**src/rtl/core_ctrl_fsm.sv**
```systemverilog
// Multi-cycle control sequencer for the PhilosophyV core: fetch, decode, execute, memory and
// writeback, with a single shared memory port driven through a req/ready handshake.
module core_ctrl_fsm #(
    parameter bit HALT_ON_ILLEGAL = 1'b1
) (
    input  logic       clk,
    input  logic       rst,
    input  logic [6:0] opcode,
    input  logic       mem_ready,
    output logic       mem_req,
    output logic       mem_we,
    output logic       mem_addr_sel,
    output logic       ir_we,
    output logic       pc_we,
    output logic       ab_we,
    output logic       mdr_we,
    output logic       rf_we,
    output logic [1:0] wb_sel,
    output logic       alu_a_sel,
    output logic [1:0] alu_b_sel,
    output logic       control_override,
    output logic       instret,
    output logic       halt
);

    localparam logic [6:0] OpAluReg = 7'b0110011;
    localparam logic [6:0] OpAluImm = 7'b0010011;
    localparam logic [6:0] OpLoad   = 7'b0000011;
    localparam logic [6:0] OpStore  = 7'b0100011;
    localparam logic [6:0] OpJal    = 7'b1101111;
    localparam logic [6:0] OpJalr   = 7'b1100111;

    localparam logic [2:0] StIdle   = 3'd0;
    localparam logic [2:0] StFetch  = 3'd1;
    localparam logic [2:0] StDecode = 3'd2;
    localparam logic [2:0] StExec   = 3'd3;
    localparam logic [2:0] StMem    = 3'd4;
    localparam logic [2:0] StWb     = 3'd5;
    localparam logic [2:0] StHalt   = 3'd6;

    logic [2:0] state_q, state_d;
    logic       is_legal;
    logic       is_load;
    logic       is_store;

    assign is_load  = (opcode == OpLoad);
    assign is_store = (opcode == OpStore);
    assign is_legal = (opcode == OpAluReg) || (opcode == OpAluImm) || is_load || is_store ||
                      (opcode == OpJal) || (opcode == OpJalr);

    always_ff @(posedge clk or posedge rst) begin
        if (rst) begin
            state_q <= StIdle;
        end else begin
            state_q <= state_d;
        end
    end

    always_comb begin
        state_d          = state_q;
        mem_req          = 1'b0;
        mem_we           = 1'b0;
        mem_addr_sel     = 1'b0;
        ir_we            = 1'b0;
        pc_we            = 1'b0;
        ab_we            = 1'b0;
        mdr_we           = 1'b0;
        rf_we            = 1'b0;
        wb_sel           = 2'd0;
        alu_a_sel        = 1'b0;
        alu_b_sel        = 2'd0;
        control_override = 1'b0;
        instret          = 1'b0;
        halt             = 1'b0;

        case (state_q)
            StIdle: begin
                state_d = StFetch;
            end
            StFetch: begin
                // The ALU computes PC+4 alongside the instruction read.
                mem_req          = 1'b1;
                control_override = 1'b1;
                alu_a_sel        = 1'b1;
                alu_b_sel        = 2'd2;
                if (mem_ready) begin
                    ir_we   = 1'b1;
                    pc_we   = 1'b1;
                    state_d = StDecode;
                end
            end
            StDecode: begin
                ab_we = 1'b1;
                if (is_legal) begin
                    state_d = StExec;
                end else if (HALT_ON_ILLEGAL) begin
                    state_d = StHalt;
                end else begin
                    instret = 1'b1;
                    state_d = StFetch;
                end
            end
            StExec: begin
                case (opcode)
                    OpAluReg: begin
                        state_d = StWb;
                    end
                    OpAluImm: begin
                        alu_b_sel = 2'd1;
                        state_d   = StWb;
                    end
                    OpLoad, OpStore: begin
                        control_override = 1'b1;
                        alu_b_sel        = 2'd1;
                        state_d          = StMem;
                    end
                    OpJal, OpJalr: begin
                        // Link writes the already-incremented PC in the same edge as the jump.
                        control_override = 1'b1;
                        alu_a_sel        = (opcode == OpJal);
                        alu_b_sel        = 2'd1;
                        pc_we            = 1'b1;
                        rf_we            = 1'b1;
                        wb_sel           = 2'd2;
                        instret          = 1'b1;
                        state_d          = StFetch;
                    end
                    default: begin
                        state_d = StFetch;
                    end
                endcase
            end
            StMem: begin
                mem_req      = 1'b1;
                mem_addr_sel = 1'b1;
                mem_we       = is_store;
                if (mem_ready) begin
                    if (is_load) begin
                        mdr_we  = 1'b1;
                        state_d = StWb;
                    end else begin
                        instret = 1'b1;
                        state_d = StFetch;
                    end
                end
            end
            StWb: begin
                rf_we   = 1'b1;
                wb_sel  = is_load ? 2'd1 : 2'd0;
                instret = 1'b1;
                state_d = StFetch;
            end
            StHalt: begin
                halt = 1'b1;
            end
            default: begin
                state_d = StIdle;
            end
        endcase
    end

endmodule

```
**config.mk**
```make
export PLATFORM = sky130hd
export DESIGN_NAME = core_ctrl_fsm
export DESIGN_NICKNAME = d
export VERILOG_FILES = /design/src/rtl/core_ctrl_fsm.sv
export SDC_FILE = /design/constraint.sdc
export NUM_CORES = 1
export LEC_CHECK = 0
export BUFFER_PORTS_ARGS = -buffer_cell sky130_fd_sc_hd__buf_2
export CELL_PAD_IN_SITES_DETAIL_PLACEMENT = 1
export CELL_PAD_IN_SITES_GLOBAL_PLACEMENT = 2
export CORE_AREA = 2 2 44 55
export DETAILED_ROUTE_END_ITERATION = 7
export DIE_AREA = 0 0 46 57
export PLACE_DENSITY_LB_ADDON = 0.25
export SLEW_MARGIN = 20
export SYNTH_ARGS = -nofsm -noshare
export SYNTH_HDL_FRONTEND = slang
export SYNTH_SLANG_ARGS = --single-unit
```
**constraint.sdc**
```tcl
create_clock -name clk -period 1.88 [get_ports clk]
set_input_delay 0.282 -clock clk [delete_from_list [all_inputs] [get_ports clk]]
set_output_delay 0.282 -clock clk [all_outputs]
set_load 0.02 [all_outputs]
```
==> out/metrics.cfg, run 1 <==
[floorplan]
rows=19
start_util_pct=16.0
ios=26
coreArea_sq_mm=0.00214
die_x_um=46
die_height_um=57
die-area_sq_mm=0.00262

[pwr]
cellPowerDensity_mw_per_mm2=1280
power_uw=766
leakagePower_uw=0.000298
ir_drop_v=0.000377

[cts]
htreeDepth=1
cts.path.max_buffers=2
cts_setup_buffers=0
clkLatencyLatePin_ns=0.23
clk_transition_reported_paths_ns=0.04
clk_root_buffer_cell=clkbuf_4
clkSinkCount=3
cts_buffers=3
cts_tree=yes

[sta]
fmax_mhz=541
fin_ws_ns=0.0324
skew_ns=0.00131
hold_viol=0
tightest_slew_ns=0.298
slew_viol_final=0
fin_crit_ns=1.85
finalCritPeriodShare_pct=98.3
rsz0062_at_grt=yes
slew_headroom_pct=79.8
setup_viol=0

[final_layout]
final_cell_mix=buf_2, nor2_1, nand2_1, buf_4
top_regs=state_q: 3 flops
fin_nets=94
area_delta_synth_final_pct=75.2
drive_gt1_share_pct=54.2
antenna_cells=0
largest_reg_flops=3
regMostFlops=state_q
mostFrequentLayoutCell=buf_2

[worst_hold_path]
hold_path.class=in2reg
min_path_cells=3

[critical_path]
cp.arrival_ns=1.57
path_class=in2out
crit_required_ns=1.60
startpoint_type=primary input
reg2regPathDepth=4
path_max_fanout=5
cp-end-kind=output port

[routing]
viasPerCell=4.63
drc=0
routed_wl_mm=1.33
drt-pass1-iter-count=1
num_vias=482
drtIter0Drc=0
avgRoutedWirePerCell_um=12.8
final_antenna_net_count=0

[flow_run]
drv_cap=0

[logic_synthesis]
ys_warn_count=0
postSynthAreaPerCell_sq_um=6.86
synthesis.nets=60
synth_top_area_cell=dfrtp_1
synth.distinct_cells=26
netlist_area_sq_um=343
synth_edf_count=0
synth-seq-cells=3
yosysSeqAreaShare_pct=21.9
synthTopCellsByArea=dfrtp_1, nor2_1, nand2_1
syn_inst=50
synth_top_area_share_pct=21.9
ys.flop_type=dfrtp_1
async_reset_ff_share_pct=100

[global_routing]
track_usage_pct=11.1
grt_pass1_wl_mm=2.21
grt-ovfl-total=0
grt_antenna_before_repair=0
grt_max_degree=11
grt_pass1_vias=500

[place]
io_buffers=25
place_ws_ns=-0.0847
place_congestion=0.708
post-dp-hpwl_mm=1.08

[outcome]
status=finished clean

per-layer routing:
metal | GRT usage [%] | share of wire [%]
met5 | 0 | 0
met4 | 4.90 | 0
met3 | 0 | 3.5
met2 | 19.2 | 53
met1 | 13.7 | 43
path summary, 6_finish.rpt:
kind	to	from	slack (ns)
setup / recovery	control_override	opcode[6]	0.03
hold / removal	state_q[1]$_DFFE_PP0P_	mem_ready	0.40
setup reg to reg	state_q[0]$_DFFE_PP0P_	state_q[0]$_DFFE_PP0P_	0.66
hold reg to reg	state_q[0]$_DFFE_PP0P_	state_q[2]$_DFFE_PP0P_	0.54
max in group asynchronous	state_q[1]$_DFFE_PP0P_	rst	1.27
min in group asynchronous	state_q[2]$_DFFE_PP0P_	rst	0.47
synthesized netlist by cell type, types with 2 or more instances:
master,number
o21bai_1,2
nor2_1,7
dfrtp_1,3
nor3_1,4
nand2b_1,2
a21oi_1,3
clkbuf_1,2
nand2_1,6
inv_1,4
timing repair:
| item | CTS | global route |
|---|---|---|
| setup endpoints to repair | 3 | 6 |
| hold buffers | 1 | 0 |
| gates resized for setup | 1 | 9 |
| endpoints found under the hold margin | 3 | 0 |
through the flow:
step	TNS, ns	area (sq um)	cells	util, %	hold WS (ns)
CTS	-0.0365	576	104	26.9	0.399
detailed placement	-0.183	534	99	25.0	0.149
floorplan	0	353	50	-	0.0356
global route	-0.0355	601	104	28.1	0.436
finish	0	601	104	28.1	0.402
global placement	-0.0939	534	99	25.0	0.146
kinds of logic after synthesis:
family / synth area share [%]
AO/OA/AOI/OAI: 29.2
AND/OR/NAND/NOR: 42.3
flip-flops: 21.9
buffers and inverters: 6.57
critical path, cell delays in order:
cell and delay (ns):
buf_2 0.11, or3_4 0.38, or3_4 0.42, a31oi_2 0.21, buf_4 0.17
power breakdown:
group / internal [uW] / switching, uW / leakage (uW)
logic: 202 / 297 / 0.000249
clock network: 79.7 / 36.4 / 0.0000150
registers: 93.5 / 57.6 / 0.0000341
area by class of cell:
class | count | area (sq um)
sequential | 3 | 77.6
inverter | 4 | 15.0
fill | 276 | 1540
multi-input combinational | 41 | 274
clock buffer | 4 | 26.3
tap | 21 | 26.3
timing repair buffer | 31 | 181
Power figures use the tool's default switching activity.
==> inputs of run 2 (changes only) <==
--- a/config.mk
+++ b/config.mk
@@ -11,8 +11,8 @@
 export CORE_AREA = 2 2 44 55
 export DETAILED_ROUTE_END_ITERATION = 7
 export DIE_AREA = 0 0 46 57
+export GPL_TIMING_DRIVEN = 0
 export PLACE_DENSITY_LB_ADDON = 0.25
-export SLEW_MARGIN = 20
 export SYNTH_ARGS = -nofsm -noshare
 export SYNTH_HDL_FRONTEND = slang
 export SYNTH_SLANG_ARGS = --single-unit
==> out/metrics.cfg, run 2 (synthesized netlist as in run 1, its figures left out) <==
[sta]
setup_viol=0
hold_viol=0
fin_crit_ns=1.84
fmax_mhz=543
slew_headroom_pct=81.0
fin_ws_ns=0.0400
finalCritPeriodShare_pct=97.9
slew_viol_final=0
rsz0062_at_grt=yes
skew_ns=0.00249
hold_slack_ns=0.399
tightest_slew_ns=0.285

[cts]
cts_tree=yes
cts_buffers=3
clk_root_buffer_cell=clkbuf_4
htreeDepth=1
clkLatencyLatePin_ns=0.23
clkSinkCount=3
clk_transition_reported_paths_ns=0.04
cts.path.max_buffers=2

[outcome]
status=finished clean

[place]
post-dp-hpwl_um=999
io_buffers=25
dpl_cell_area_sq_um=504
place_congestion=0.654
place_ws_ns=-0.143

[global_routing]
grt_max_degree=11
grt_antenna_before_repair=0
grt_pass1_vias=463
track_usage_pct=10.9
grt-ovfl-total=0
grt_pass1_wl_mm=2.09

[pwr]
ir_drop_v=0.000427
cellPowerDensity_mw_per_mm2=1250
power_uw=742
leakagePower_uw=0.000285

[critical_path]
path_max_fanout=5
r2r-start=state_q[2]$_DFFE_PP0P_
path_class=in2out
crit_required_ns=1.60
r2r_setup_slack_ns=0.65
timing.rr.end=state_q[0]$_DFFE_PP0P_
cp.arrival_ns=1.56
startpoint_type=primary input
cp-end-kind=output port
reg2regPathDepth=5

[floorplan]
ios=26
coreArea_sq_mm=0.00214
start_util_pct=16.0
die_height_um=57
die-area_sq_mm=0.00262
die_x_um=46
rows=19

[final_layout]
antenna_cells=0
area_delta_synth_final_pct=73.0
fin_util_pct=27.7
fin_nets=90
mostFrequentLayoutCell=buf_2
drive_gt1_share_pct=54.4
design_area_sq_um=593
top_regs=state_q: 3 flops
regMostFlops=state_q
largest_reg_flops=3
final_cell_mix=buf_2, nand2_1, nor2_1

[routing]
avgRoutedWirePerCell_um=12.9
drt-pass1-iter-count=4
routed_wl_mm=1.29
drc=0
final_antenna_net_count=0
num_vias=483
viasPerCell=4.83
drtIter0Drc=17

[worst_hold_path]
hold_start=mem_ready
min_path_cells=3
holdPathEnd=state_q[1]$_DFFE_PP0P_
hold_path.class=in2reg

[flow_run]
drv_cap=0

==> run 2: what timing repair did <==
action                                  4_1_cts  5_1_grt
pin swaps                                     3        1
endpoints found under the setup margin        8        6
resized for setup                             9        5
hold buffers                                  1        0
endpoints found under the hold margin         3        0
buffers inserted                              1        0
==> run 2: per-stage QoR <==
| stage | std cells | setup TNS, ns |
|---|---|---|
| after floorplan | 50 | 0 |
| after global placement | 96 | -0.271 |
| after detailed placement | 96 | -0.301 |
| after CTS | 100 | 0 |
| after global routing | 100 | -0.00847 |
| final | 100 | 0 |
==> run 2: worst max-delay path by stage <==
| stage | from | end | depth (start not counted) |
|---|---|---|---|
| 6_report | opcode[3] | wb_sel[0] | 6 |
| 3_3_place_gp | opcode[6] | wb_sel[0] | 6 |
| 2_1_floorplan | state_q[0]$_DFFE_PP0P_ | alu_a_sel | 4 |
| 4_1_cts | opcode[3] | control_override | 5 |
| 3_5_place_dp | opcode[6] | wb_sel[0] | 6 |
| 5_1_grt | opcode[3] | wb_sel[0] | 6 |
==> run 2: power breakdown <==
group	internal [uW]	switching, uW	total, uW
Combinational	169	285	453
Sequential	94.0	79.7	174
Clock	79.7	35.6	115
==> run 2: cell type report <==
class                   instances  area (sq um)
clock buffers                   4          26.3
fillers                       270          1550
inverters                       4          15.0
multi-input cells              41           293
flip-flops and latches          3          77.6
well taps                      21          26.3
repair buffers                 27           155
==> run 2: worst max-delay path, stage by stage <==
cell	delay [ns]
buf_6	0.09
or3_4	0.37
or3_4	0.42
nor2_4	0.10
and3_4	0.18
buf_6	0.11
==> run 2: routing by layer <==
metal | vias to the layer above | global-route usage, % | wire [um] | part of all wire [%]
met4 | 0 | 6.12 | 21 | 1.6
li1 | 237 | - | - | -
met2 | 17 | 16.7 | 658 | 51
met1 | 225 | 14.1 | 541 | 42
met5 | - | 0 | 0 | 0
met3 | 4 | 1.90 | 69 | 5.3
==> inputs of run 3 (changes only) <==
--- a/config.mk
+++ b/config.mk
@@ -8,9 +8,9 @@
 export BUFFER_PORTS_ARGS = -buffer_cell sky130_fd_sc_hd__buf_2
 export CELL_PAD_IN_SITES_DETAIL_PLACEMENT = 1
 export CELL_PAD_IN_SITES_GLOBAL_PLACEMENT = 2
-export CORE_AREA = 2 2 44 55
+export CORE_AREA = 2 2 43 53
 export DETAILED_ROUTE_END_ITERATION = 7
-export DIE_AREA = 0 0 46 57
+export DIE_AREA = 0 0 45 55
 export GPL_TIMING_DRIVEN = 0
 export PLACE_DENSITY_LB_ADDON = 0.25
 export SYNTH_ARGS = -nofsm -noshare
==> constraint.sdc (replaced) <==
create_clock -name clk -period 2.25 [get_ports clk]
set_input_delay 0.3375 -clock clk [delete_from_list [all_inputs] [get_ports clk]]
set_output_delay 0.3375 -clock clk [all_outputs]
set_load 0.02 [all_outputs]
==> out/metrics.cfg, run 3 (synthesized netlist as in run 1, its figures left out) <==
[global_routing]
grt_pass1_vias=517
grt_max_degree=11
grt_pass1_wl_mm=2.16
track_usage_pct=11.4
grt-ovfl-total=0
grt_antenna_before_repair=0

[place]
place_congestion=0.677
io_buffers=25
post-dp-hpwl_mm=1.01

[final_layout]
largest_reg_flops=3
drive_gt1_share_pct=40.5
top_regs=state_q: 3 flops
antenna_cells=0
area_delta_synth_final_pct=53.3
final_cell_mix=buf_2, nor2_1, nand2_1, inv_1, nor3_1
fin_util_pct=26.5
mostFrequentLayoutCell=buf_2
regMostFlops=state_q
fin_nets=90

[cts]
cts.path.max_buffers=2
htreeDepth=1
clk_transition_reported_paths_ns=0.04
clkLatencyLatePin_ns=0.23
cts_buffers=3
cts_tree=yes
cts_resized=0
clkSinkCount=3
clk_root_buffer_cell=clkbuf_4

[sta]
hold_viol=0
fin_crit_ns=2.11
fmax_mhz=473
setup_tns_ns=0
setup_viol=0
slew_viol_final=0
rsz0062_at_grt=no
skew_ns=0.00195
slew_headroom_pct=74.7
finalCritPeriodShare_pct=94.0
tightest_slew_ns=0.376

[routing]
final_antenna_net_count=0
drc=0
drtIter0Drc=4
routed_wl_mm=1.26
avgRoutedWirePerCell_um=12.8
viasPerCell=4.82
drt-pass1-iter-count=3
num_vias=477

[critical_path]
startpoint_type=primary input
cp.arrival_ns=1.78
cp-end-kind=output port
crit_required_ns=1.91
path_class=in2out
path_max_fanout=5

[pwr]
ir_drop_v=0.000500
cellPowerDensity_mw_per_mm2=1100
leakagePower_uw=0.000275

[outcome]
status=finished clean

[worst_hold_path]
hold_path.class=in2reg

[floorplan]
die_height_um=55
die-area_sq_mm=0.00248
start_util_pct=17.3
rows=18
die_x_um=45
coreArea_sq_mm=0.00198
ios=26

[flow_run]
drv_cap=0

## run 3: worst paths after layout
path	startpoint	depth (start not counted)	end	slack (ns)
worst min-delay path	mem_ready	3	state_q[1]$_DFFE_PP0P_	0.46
max in group asynchronous	rst	3	state_q[2]$_DFFE_PP0P_	1.59
worst min register to register	state_q[2]$_DFFE_PP0P_	1	state_q[0]$_DFFE_PP0P_	0.56
worst max register to register	state_q[0]$_DFFE_PP0P_	5	state_q[0]$_DFFE_PP0P_	0.85
worst max-delay path	opcode[6]	6	wb_sel[0]	0.14
min in group asynchronous	rst	3	state_q[1]$_DFFE_PP0P_	0.53
## run 3: stage by stage
step	setup slack, ns	cells	power (uW)	cell area [sq um]	hold WS [ns]
finish	0.135	99	580	526	0.461
global route	0.0446	99	632	526	0.498
CTS	0.113	100	594	529	0.460
detailed placement	0.127	95	495	493	0.213
global placement	0.139	95	494	493	0.203
floorplan	0.114	50	364	343	0.0911
## run 3: layout make-up
| class | count | area, sq um |
|---|---|---|
| plain buffers | 1 | 3.75 |
| repair buffers | 26 | 135 |
| multi-input cells | 41 | 245 |
| clock buffers | 4 | 26.3 |
| inverters | 4 | 15.0 |
| flip-flops and latches | 3 | 75.1 |
| well taps | 20 | 25.0 |
| fillers | 265 | 1460 |
## run 3: where the power goes
part | total (uW) | internal, uW | switching [uW]
Combinational | 380 | 132 | 248
Sequential | 108 | 75.4 | 32.5
Clock | 92.2 | 66.3 | 25.8
## run 3: repair_timing
item                                    in CTS  in global routing
hold endpoints to repair                     3                  0
hold buffers                                 1                  0
endpoints found under the setup margin       0                  1
setup buffers                                0                  0
## run 3: metal layers
metal	GRT usage (%)	vias to the layer above	part of all wire, %	routed length (um)
li1	-	238	-	-
met1	15.3	220	47	590
met2	19.5	19	48	602
met3	0.974	0	5.5	70
met4	2.94	0	0	0
met5	0	-	0	0
## run 3: worst max-delay path: stages
cell and delay (ns):
buf_2 0.10, or3_4 0.40, or3_1 0.46, nor2_1 0.16, and3_1 0.16, buf_2 0.15
